[src/rtl/lc3b_byte_mem_adapter_if.sv]
// CPU 16-bit memory port and 8-bit physical memory port of the byte adapter.
// master = CPU/memory environment, slave = adapter.
interface lc3b_byte_mem_adapter_if #(
  parameter int ADDR_WIDTH = 16
);
  logic                  mem_read;
  logic                  mem_write;
  logic [1:0]            mem_byte_enable;
  logic [ADDR_WIDTH-1:0] mem_address;
  logic [15:0]           mem_wdata;
  logic [15:0]           mem_rdata;
  logic                  mem_resp;
  logic                  busy;
  logic                  pmem_read;
  logic                  pmem_write;
  logic [ADDR_WIDTH-1:0] pmem_address;
  logic [7:0]            pmem_wdata;
  logic [7:0]            pmem_rdata;
  logic                  pmem_resp;

  modport master (
    output mem_read, mem_write, mem_byte_enable, mem_address, mem_wdata,
    input  mem_rdata, mem_resp, busy,
    input  pmem_read, pmem_write, pmem_address, pmem_wdata,
    output pmem_rdata, pmem_resp
  );

  modport slave (
    input  mem_read, mem_write, mem_byte_enable, mem_address, mem_wdata,
    output mem_rdata, mem_resp, busy,
    output pmem_read, pmem_write, pmem_address, pmem_wdata,
    input  pmem_rdata, pmem_resp
  );
endinterface

[src/rtl/lc3b_byte_mem_adapter.sv]
// Splits each LC-3b 16-bit word access into low/high byte accesses on an 8-bit memory.
// Latency 1 + bytes*(1+pmem waits) cycles; the pmem strobe is held until pmem_resp.
module lc3b_byte_mem_adapter #(
  parameter int ADDR_WIDTH = 16
) (
  input logic                    clk,
  input logic                    reset,
  lc3b_byte_mem_adapter_if.slave bus
);

  typedef enum logic [1:0] {IDLE, LO, HI, DONE} state_t;

  localparam logic [ADDR_WIDTH-1:0] ADDR_ONE  = {{(ADDR_WIDTH-1){1'b0}}, 1'b1};
  localparam logic [ADDR_WIDTH-1:0] WORD_MASK = ~ADDR_ONE;

  state_t                state;
  state_t                state_nxt;
  logic                  op_read_q;
  logic [ADDR_WIDTH-1:0] addr_q;
  logic [15:0]           wdata_q;
  logic [1:0]            be_q;
  logic [15:0]           rdata_q;
  logic                  req;

  assign req           = bus.mem_read | bus.mem_write;
  assign bus.mem_rdata = rdata_q;

  always_ff @(posedge clk) begin
    if (reset) begin
      state     <= IDLE;
      op_read_q <= 1'b0;
      addr_q    <= '0;
      wdata_q   <= '0;
      be_q      <= '0;
      rdata_q   <= '0;
    end else begin
      state <= state_nxt;
      // Read has priority when both requests are raised together.
      if (state == IDLE && req) begin
        op_read_q <= bus.mem_read;
        addr_q    <= bus.mem_address & WORD_MASK;
        wdata_q   <= bus.mem_wdata;
        be_q      <= bus.mem_byte_enable;
      end
      if (op_read_q && bus.pmem_resp) begin
        if (state == LO)
          rdata_q[7:0] <= bus.pmem_rdata;
        else if (state == HI)
          rdata_q[15:8] <= bus.pmem_rdata;
      end
    end
  end

  always_comb begin
    state_nxt        = state;
    bus.mem_resp     = 1'b0;
    bus.busy         = 1'b1;
    bus.pmem_read    = 1'b0;
    bus.pmem_write   = 1'b0;
    bus.pmem_address = '0;
    bus.pmem_wdata   = '0;
    case (state)
      IDLE: begin
        bus.busy = 1'b0;
        if (bus.mem_read)
          state_nxt = LO;
        else if (bus.mem_write) begin
          if (bus.mem_byte_enable[0])
            state_nxt = LO;
          else if (bus.mem_byte_enable[1])
            state_nxt = HI;
          else
            state_nxt = DONE;
        end
      end
      LO: begin
        bus.pmem_read    = op_read_q;
        bus.pmem_write   = ~op_read_q;
        bus.pmem_address = addr_q;
        bus.pmem_wdata   = wdata_q[7:0];
        if (bus.pmem_resp)
          state_nxt = (op_read_q || be_q[1]) ? HI : DONE;
      end
      HI: begin
        bus.pmem_read    = op_read_q;
        bus.pmem_write   = ~op_read_q;
        bus.pmem_address = addr_q | ADDR_ONE;
        bus.pmem_wdata   = wdata_q[15:8];
        if (bus.pmem_resp)
          state_nxt = DONE;
      end
      DONE: begin
        bus.mem_resp = 1'b1;
        state_nxt    = IDLE;
      end
      default: state_nxt = IDLE;
    endcase
  end

endmodule

[src/flat_wrapper.sv]
// flat-port wrapper written by rule: the top's interface ports become plain ports
module lc3b_byte_mem_adapter_flat 
#(
  parameter int ADDR_WIDTH = 16
)
  (clk, reset, bus_mem_read, bus_mem_write, bus_mem_byte_enable, bus_mem_address, bus_mem_wdata, bus_mem_rdata, bus_mem_resp, bus_busy, bus_pmem_read, bus_pmem_write, bus_pmem_address, bus_pmem_wdata, bus_pmem_rdata, bus_pmem_resp);
  lc3b_byte_mem_adapter_if #(.ADDR_WIDTH(ADDR_WIDTH)) bus_i ();
  input logic clk;
  input logic reset;
  input wire logic [$bits(bus_i.mem_read)-1:0] bus_mem_read;
  input wire logic [$bits(bus_i.mem_write)-1:0] bus_mem_write;
  input wire logic [$bits(bus_i.mem_byte_enable)-1:0] bus_mem_byte_enable;
  input wire logic [$bits(bus_i.mem_address)-1:0] bus_mem_address;
  input wire logic [$bits(bus_i.mem_wdata)-1:0] bus_mem_wdata;
  output wire logic [$bits(bus_i.mem_rdata)-1:0] bus_mem_rdata;
  output wire logic [$bits(bus_i.mem_resp)-1:0] bus_mem_resp;
  output wire logic [$bits(bus_i.busy)-1:0] bus_busy;
  output wire logic [$bits(bus_i.pmem_read)-1:0] bus_pmem_read;
  output wire logic [$bits(bus_i.pmem_write)-1:0] bus_pmem_write;
  output wire logic [$bits(bus_i.pmem_address)-1:0] bus_pmem_address;
  output wire logic [$bits(bus_i.pmem_wdata)-1:0] bus_pmem_wdata;
  input wire logic [$bits(bus_i.pmem_rdata)-1:0] bus_pmem_rdata;
  input wire logic [$bits(bus_i.pmem_resp)-1:0] bus_pmem_resp;
  assign bus_i.mem_read = bus_mem_read;
  assign bus_i.mem_write = bus_mem_write;
  assign bus_i.mem_byte_enable = bus_mem_byte_enable;
  assign bus_i.mem_address = bus_mem_address;
  assign bus_i.mem_wdata = bus_mem_wdata;
  assign bus_mem_rdata = bus_i.mem_rdata;
  assign bus_mem_resp = bus_i.mem_resp;
  assign bus_busy = bus_i.busy;
  assign bus_pmem_read = bus_i.pmem_read;
  assign bus_pmem_write = bus_i.pmem_write;
  assign bus_pmem_address = bus_i.pmem_address;
  assign bus_pmem_wdata = bus_i.pmem_wdata;
  assign bus_i.pmem_rdata = bus_pmem_rdata;
  assign bus_i.pmem_resp = bus_pmem_resp;
  lc3b_byte_mem_adapter #(.ADDR_WIDTH(ADDR_WIDTH)) u_core (.clk(clk), .reset(reset), .bus(bus_i));
endmodule
[config.mk]
export PLATFORM = sky130hd
export DESIGN_NAME = lc3b_byte_mem_adapter_flat
export DESIGN_NICKNAME = d
export VERILOG_FILES = /design/src/rtl/lc3b_byte_mem_adapter_if.sv /design/src/rtl/lc3b_byte_mem_adapter.sv /design/src/flat_wrapper.sv
export SDC_FILE = /design/constraint.sdc
export NUM_CORES = 1
export LEC_CHECK = 0
export ABC_AREA = 1
export CORE_MARGIN = 1.5
export CORE_UTILIZATION = 40
export DETAILED_ROUTE_END_ITERATION = 6
export PLACE_DENSITY = 0.85
export SYNTH_ARGS = -nofsm -noshare
export SYNTH_HDL_FRONTEND = slang
export SYNTH_SLANG_ARGS = --single-unit
[constraint.sdc]
create_clock -name clk -period 4.1 [get_ports clk]
set_clock_uncertainty 0.2 [all_clocks]
set_input_delay 0.82 -clock clk [delete_from_list [all_inputs] [get_ports clk]]
set_output_delay 0.82 -clock clk [all_outputs]
set_load 0.01 [all_outputs]
# Yosys cells after proc, flatten, opt, wreduce, memory -nomap -nowiden
# Index checks and enable logic that the tools add are counted.
# W data, S select, Z words.
[classes]
bitwise = 3
n_mux = 14
eq_ne = 6
shift = 0
add_sub_neg = 0
order_cmp = 0
div = 0
n_reduce_logical = 8
n_mul = 0
[ops]
columns = ["cell", "n"]
rows = [
  ["$pmux W16 S2", 1],
  ["$pmux W8 S2", 1],
  ["$mux W2", 5],
  ["$pmux W2 S4", 1],
  ["$mux W1", 6],
  ["$reduce_and A3 Y1", 2],
  ["$eq A2 B2 Y1 const B", 2],
  ["$ne A2 B2 Y1 const B", 2],
  ["$ne A3 B3 Y1 const B", 1],
  ["$eq A2 B1 Y1 const B", 1],
  ["$logic_and A1 B1 Y1", 2],
  ["$logic_not A2 Y1", 1],
  ["$not A1 Y1", 2],
  ["$reduce_and A2 Y1", 1],
  ["$reduce_or A2 Y1", 1],
  ["$logic_or A1 B1 Y1", 1],
  ["$or A1 B1 Y1", 1],
]
[totals]
latch_bits = 0
input_bits = 47
out_inout_bits = 44
mem_bits_rw = 0
mem_count = 0
regBits = 52
mem_bits_ro = 0

# Depth between registers and ports, before layout
[logic_depth]
word_depth = 5
depth_mapped = 7

# Worst setup path after synthesis
# No wires, ideal clock.
[synth_timing]
path_type = "flip-flop to output port"
start = "register u_core.state[0]"
end = "output bus_pmem_address[10]"
stages_incl_launch_ff = 7
path_slack_ps = 1717
required_ps = 3080
path_buffers = 2
arrival_ps = 1363
path_cell_list = "dfxtp_1 inv_1 ha_1 buf_2 nor2_1 buf_4 nor2_1"
[synth_between]
elab_chain_cells = 2
[synth_rtl]
columns = ["item", "line_no", "source"]
rows = [
  ["from (decl)", "lc3b_byte_mem_adapter.sv:16", "state_t state;"],
  ["from (signal assigned)", "lc3b_byte_mem_adapter.sv:37", "state <= state_nxt;"],
  ["$eq A2 B2 Y1 / $eq A2 B1 Y1 (equally long branches)", "lc3b_byte_mem_adapter.sv:62", "case (state)"],
  ["$pmux W16 S2 *", "lc3b_byte_mem_adapter.sv:62", ""],
  ["to (decl)", "flat_wrapper.sv:20", "output wire logic [$bits(bus_i.pmem_address)-1:0] bus_pmem_address;"],
]
# Mark *: on every way between the ends. The rest lies on a longest branch, timed or not.

# Worst setup path in the final report
[layout_timing]
start = "register u_core.state[0]"
end = "output bus_pmem_address[4]"
# Same word-level chain as after synthesis.

==> reports/qor_table.md <==
| Metric | Reported |
|:---|:---|
| Result of the run | finished, final reports clean |
| Worst flop-to-flop path startpoint | u_core.state[0] |
| Standard cell with the maximum stage delay on the critical path | sky130_fd_sc_hd__nor2_1 |
| Clock root buffer | sky130_fd_sc_hd__clkbuf_8 |
| Combined area of all synthesized cells | 2210 um2 |
| Non-filler instance count after layout | 462 |
| Yosys reg bits | 51 |
| WL per Instance | 12.0 um |
| Number of buffers added for setup after CTS | 0 |
| Antenna violations before repair | 0 |
| Cells resized by post-CTS repair | 0 |
| Max Buffers Root-to-Sink | 2 |
| Total Neg Setup Slack | 0 ns |
| Number of global-route vias before repair | 2082 |
| Number of max-cap violations | 0 |
| Number of synthesis warnings | 0 |
| Setup CP Type | reg -> out |
| Detailed-routing iteration count for the pre-antenna-repair pass | 5 |
| H-tree lvl count | 2 |
| Hold buffer count at CTS | 0 |
| Primary FF master, synth | sky130_fd_sc_hd__dfxtp_1 |
| Leading post-synthesis cells by instance count | 88 x sky130_fd_sc_hd__nor2_1, 51 x sky130_fd_sc_hd__dfxtp_1, 51 x sky130_fd_sc_hd__o21ai_0, 42 x sky130_fd_sc_hd__nand2_1, 25 x sky130_fd_sc_hd__a21oi_1 |
| Library cell with the largest summed area after synthesis | sky130_fd_sc_hd__dfxtp_1 |
| Share of the yosys chip area belonging to registers | 46.1% |
| Area of the die | 5990 um2 |
| # setup viols final | 0 |
| Via count | 2193 |
| Crit start category | register |
| Wirelength, routed | 5.55 mm |
| Most frequently used cell type in the post-synthesis netlist | sky130_fd_sc_hd__nor2_1 |
| Antenna diodes | 0 |
| Async set or reset register ratio after synthesis | 0% |
| Cell Pwr Density | 611 nW/um2 |
| Vias per std cell | 4.75 |
| Post-Syn Area per Cell | 7.09 um2 |
| Fin nets | 445 |
| Launch instance of the worst min-delay path | u_core.bus.mem_rdata[11] |
| DRC | 0 |
| Share of the synthesized area in the top cell type | 46.1% |
| Slew Limit Fails | 0 |
| Routed Antenna Nets | 0 |
| Final critical delay including setup and external delays | 3.65 ns |
| Largest incremental delay on the critical path | 0.79 ns |
| # clock sinks | 51 |
| Required arrival time at the worst endpoint | 3.08 ns |
| Pin count of the biggest net entering global routing | 51 |
| Crit path arrival time | 2.63 ns |
| DR iter-0 viols | 146 |
| Critical Path, Cell by Cell | inv_1 -> ha_1 -> nor2_1 -> nor2_1 -> clkdlybuf4s50_1 |
| Most area-consuming cells after synthesis | sky130_fd_sc_hd__dfxtp_1 46%, sky130_fd_sc_hd__nor2_1 15%, sky130_fd_sc_hd__o21ai_0 12% |
| Effective utilization at floorplan | 42.5% |
| Cell with the most instances on the worst path | sky130_fd_sc_hd__nor2_1 |
| Achievable Freq | 274 MHz |
| Core Rows | 26 |
| Post-placement worst setup slack | 0.791 ns |
| # port buffers | 89 |
| GP Congestion | 0.777 |
| Post-route cell area | 3230 um2 |
| Boundary Pins | 91 |
| VDD IR max | 256 uV |
| Worst hold-check slack | 0.248 ns |
| Critical Path Sink Type | output port |
| Number of cells after detailed placement | 454 |
| Overall global routing resource usage | 19.0% |
| Post-detailed-placement cell area | 3100 um2 |
| Latest clock arrival within the worst-skew pair | 0.29 ns |
| Min setup slack post-route | 0.447 ns |
| EDFF count, synth | 0 |
| Headroom to the max-slew limit | 37.4% |
| Clock edge transition at the registers on the reported setup and hold paths | 0.09 ns |
| Number of nets produced by synthesis | 366 |
| Unrepaired setup endpoints after global routing | no |
| Wire length of the first global-routing pass | 9.22 mm |
| Slew @ Worst Pin | 0.936 ns |
| Residual overflow from global routing | 0 |
| Final HPWL from detailed placement | 3.91 mm |
| Clock tree from TritonCTS | yes |
| Maximum fanout encountered on the critical timing path | 14 |
| Distinct cells, synth | 16 |
| Die height | 77.4 um |
| Number of buffers created by CTS | 5 |
| Layout-stage area growth over the synthesis result | 46.1% |
| Critical path startpoint | u_core.state[0] |
| Final-report hold violation count | 0 |
| Fraction of final layout cells with drive strength greater than 1 | 3.06% |
| Number of standard cells after synthesis | 312 |
| Horizontal extent of the die | 77.4 um |
| Core area | 5200 um2 |
| Hold/Removal Path Class | reg -> reg |
| Leakage power | 1.23 nW |
| Post-route fraction of the period consumed by the critical path | 89.1% |
[final timing paths]
| path | to | slack (ns) | depth (start not counted) |
|---|---|---|---|
| worst min-delay path | u_core.bus.mem_rdata[11] | 0.25 | 2 |
| worst max-delay path | bus_pmem_address[4] | 0.45 | 5 |
| worst min register to register | u_core.bus.mem_rdata[11] | 0.25 | 2 |
| worst max register to register | u_core.bus.mem_rdata[14] | 1.93 | 5 |
[layout by cell type (no fill, tap or decap)]
cell type,netlist,layout
sky130_fd_sc_hd__ha_1,7,7
sky130_fd_sc_hd__a21oi_1,25,25
sky130_fd_sc_hd__a21oi_2,1,1
sky130_fd_sc_hd__nor2_1,88,88
sky130_fd_sc_hd__nand2_1,42,42
sky130_fd_sc_hd__clkbuf_8,0,5
sky130_fd_sc_hd__o21ai_0,51,51
sky130_fd_sc_hd__clkdlybuf4s50_1,0,89
sky130_fd_sc_hd__dfxtp_1,51,51
sky130_fd_sc_hd__o21ai_4,1,1
sky130_fd_sc_hd__inv_2,1,1
sky130_fd_sc_hd__inv_1,23,23
sky130_fd_sc_hd__buf_4,2,2
sky130_fd_sc_hd__nand3_1,3,3
sky130_fd_sc_hd__clkbuf_1,5,1
sky130_fd_sc_hd__bufinv_16,0,2
[where the power goes]
group / switching [W] / internal [W]
sequential: 0.0000772 / 0.000636
clock: 0.000156 / 0.000244
combinational: 0.000519 / 0.000343
[critical path: cells and delay by family, from the launching register on]
family                     cells  cell delay, ns
adders and majority gates      1            0.41
buffers and inverters          2            0.64
DFF                            1            0.40
and+or+nand+nor                2            0.90
[flip-flops by register name, summed over array words and instances (netlist names)]
signal	cells
u_core.wdata_q	16
u_core.op_read_q	1
u_core.addr_q	15
u_core.state	2
u_core.be_q	1
u_core.bus.mem_rdata	16
[logic make-up (layout without fill, tap and decap cells)]
kind of cell    after synthesis  count (layout)  synth area share [%]
fa+ha+maj                     7               7                  3.96
buf+inv                      43             123                  8.87
compound gates               78              78                  18.3
flops                        51              51                  46.1
simple gates                133             133                  22.7
[layout make-up]
cell class / count / area (um2)
flip-flops and latches: 51 / 1020
multi-input cells: 218 / 996
clock buffers: 6 / 72.6
clock inverters: 2 / 60.1
well taps: 70 / 87.6
inverters: 24 / 90.1
fillers: 475 / 1970
repair buffers: 91 / 906
[stage by stage]
step                total power [W]  utilization [%]
floorplan                   0.00129                -
global placement            0.00157             59.6
detailed placement          0.00159             59.6
CTS                         0.00199             62.1
global route                0.00212             62.1
finish                      0.00197             62.1
[layer usage]
layer	track usage, %	routed length [um]	vias to the layer above
met5	0	0	-
met4	5.27	34	0
met3	7.41	515	4
met2	33.6	2590	81
met1	21.2	2400	972
li1	-	-	1136
(Power assumes the default switching activity.)
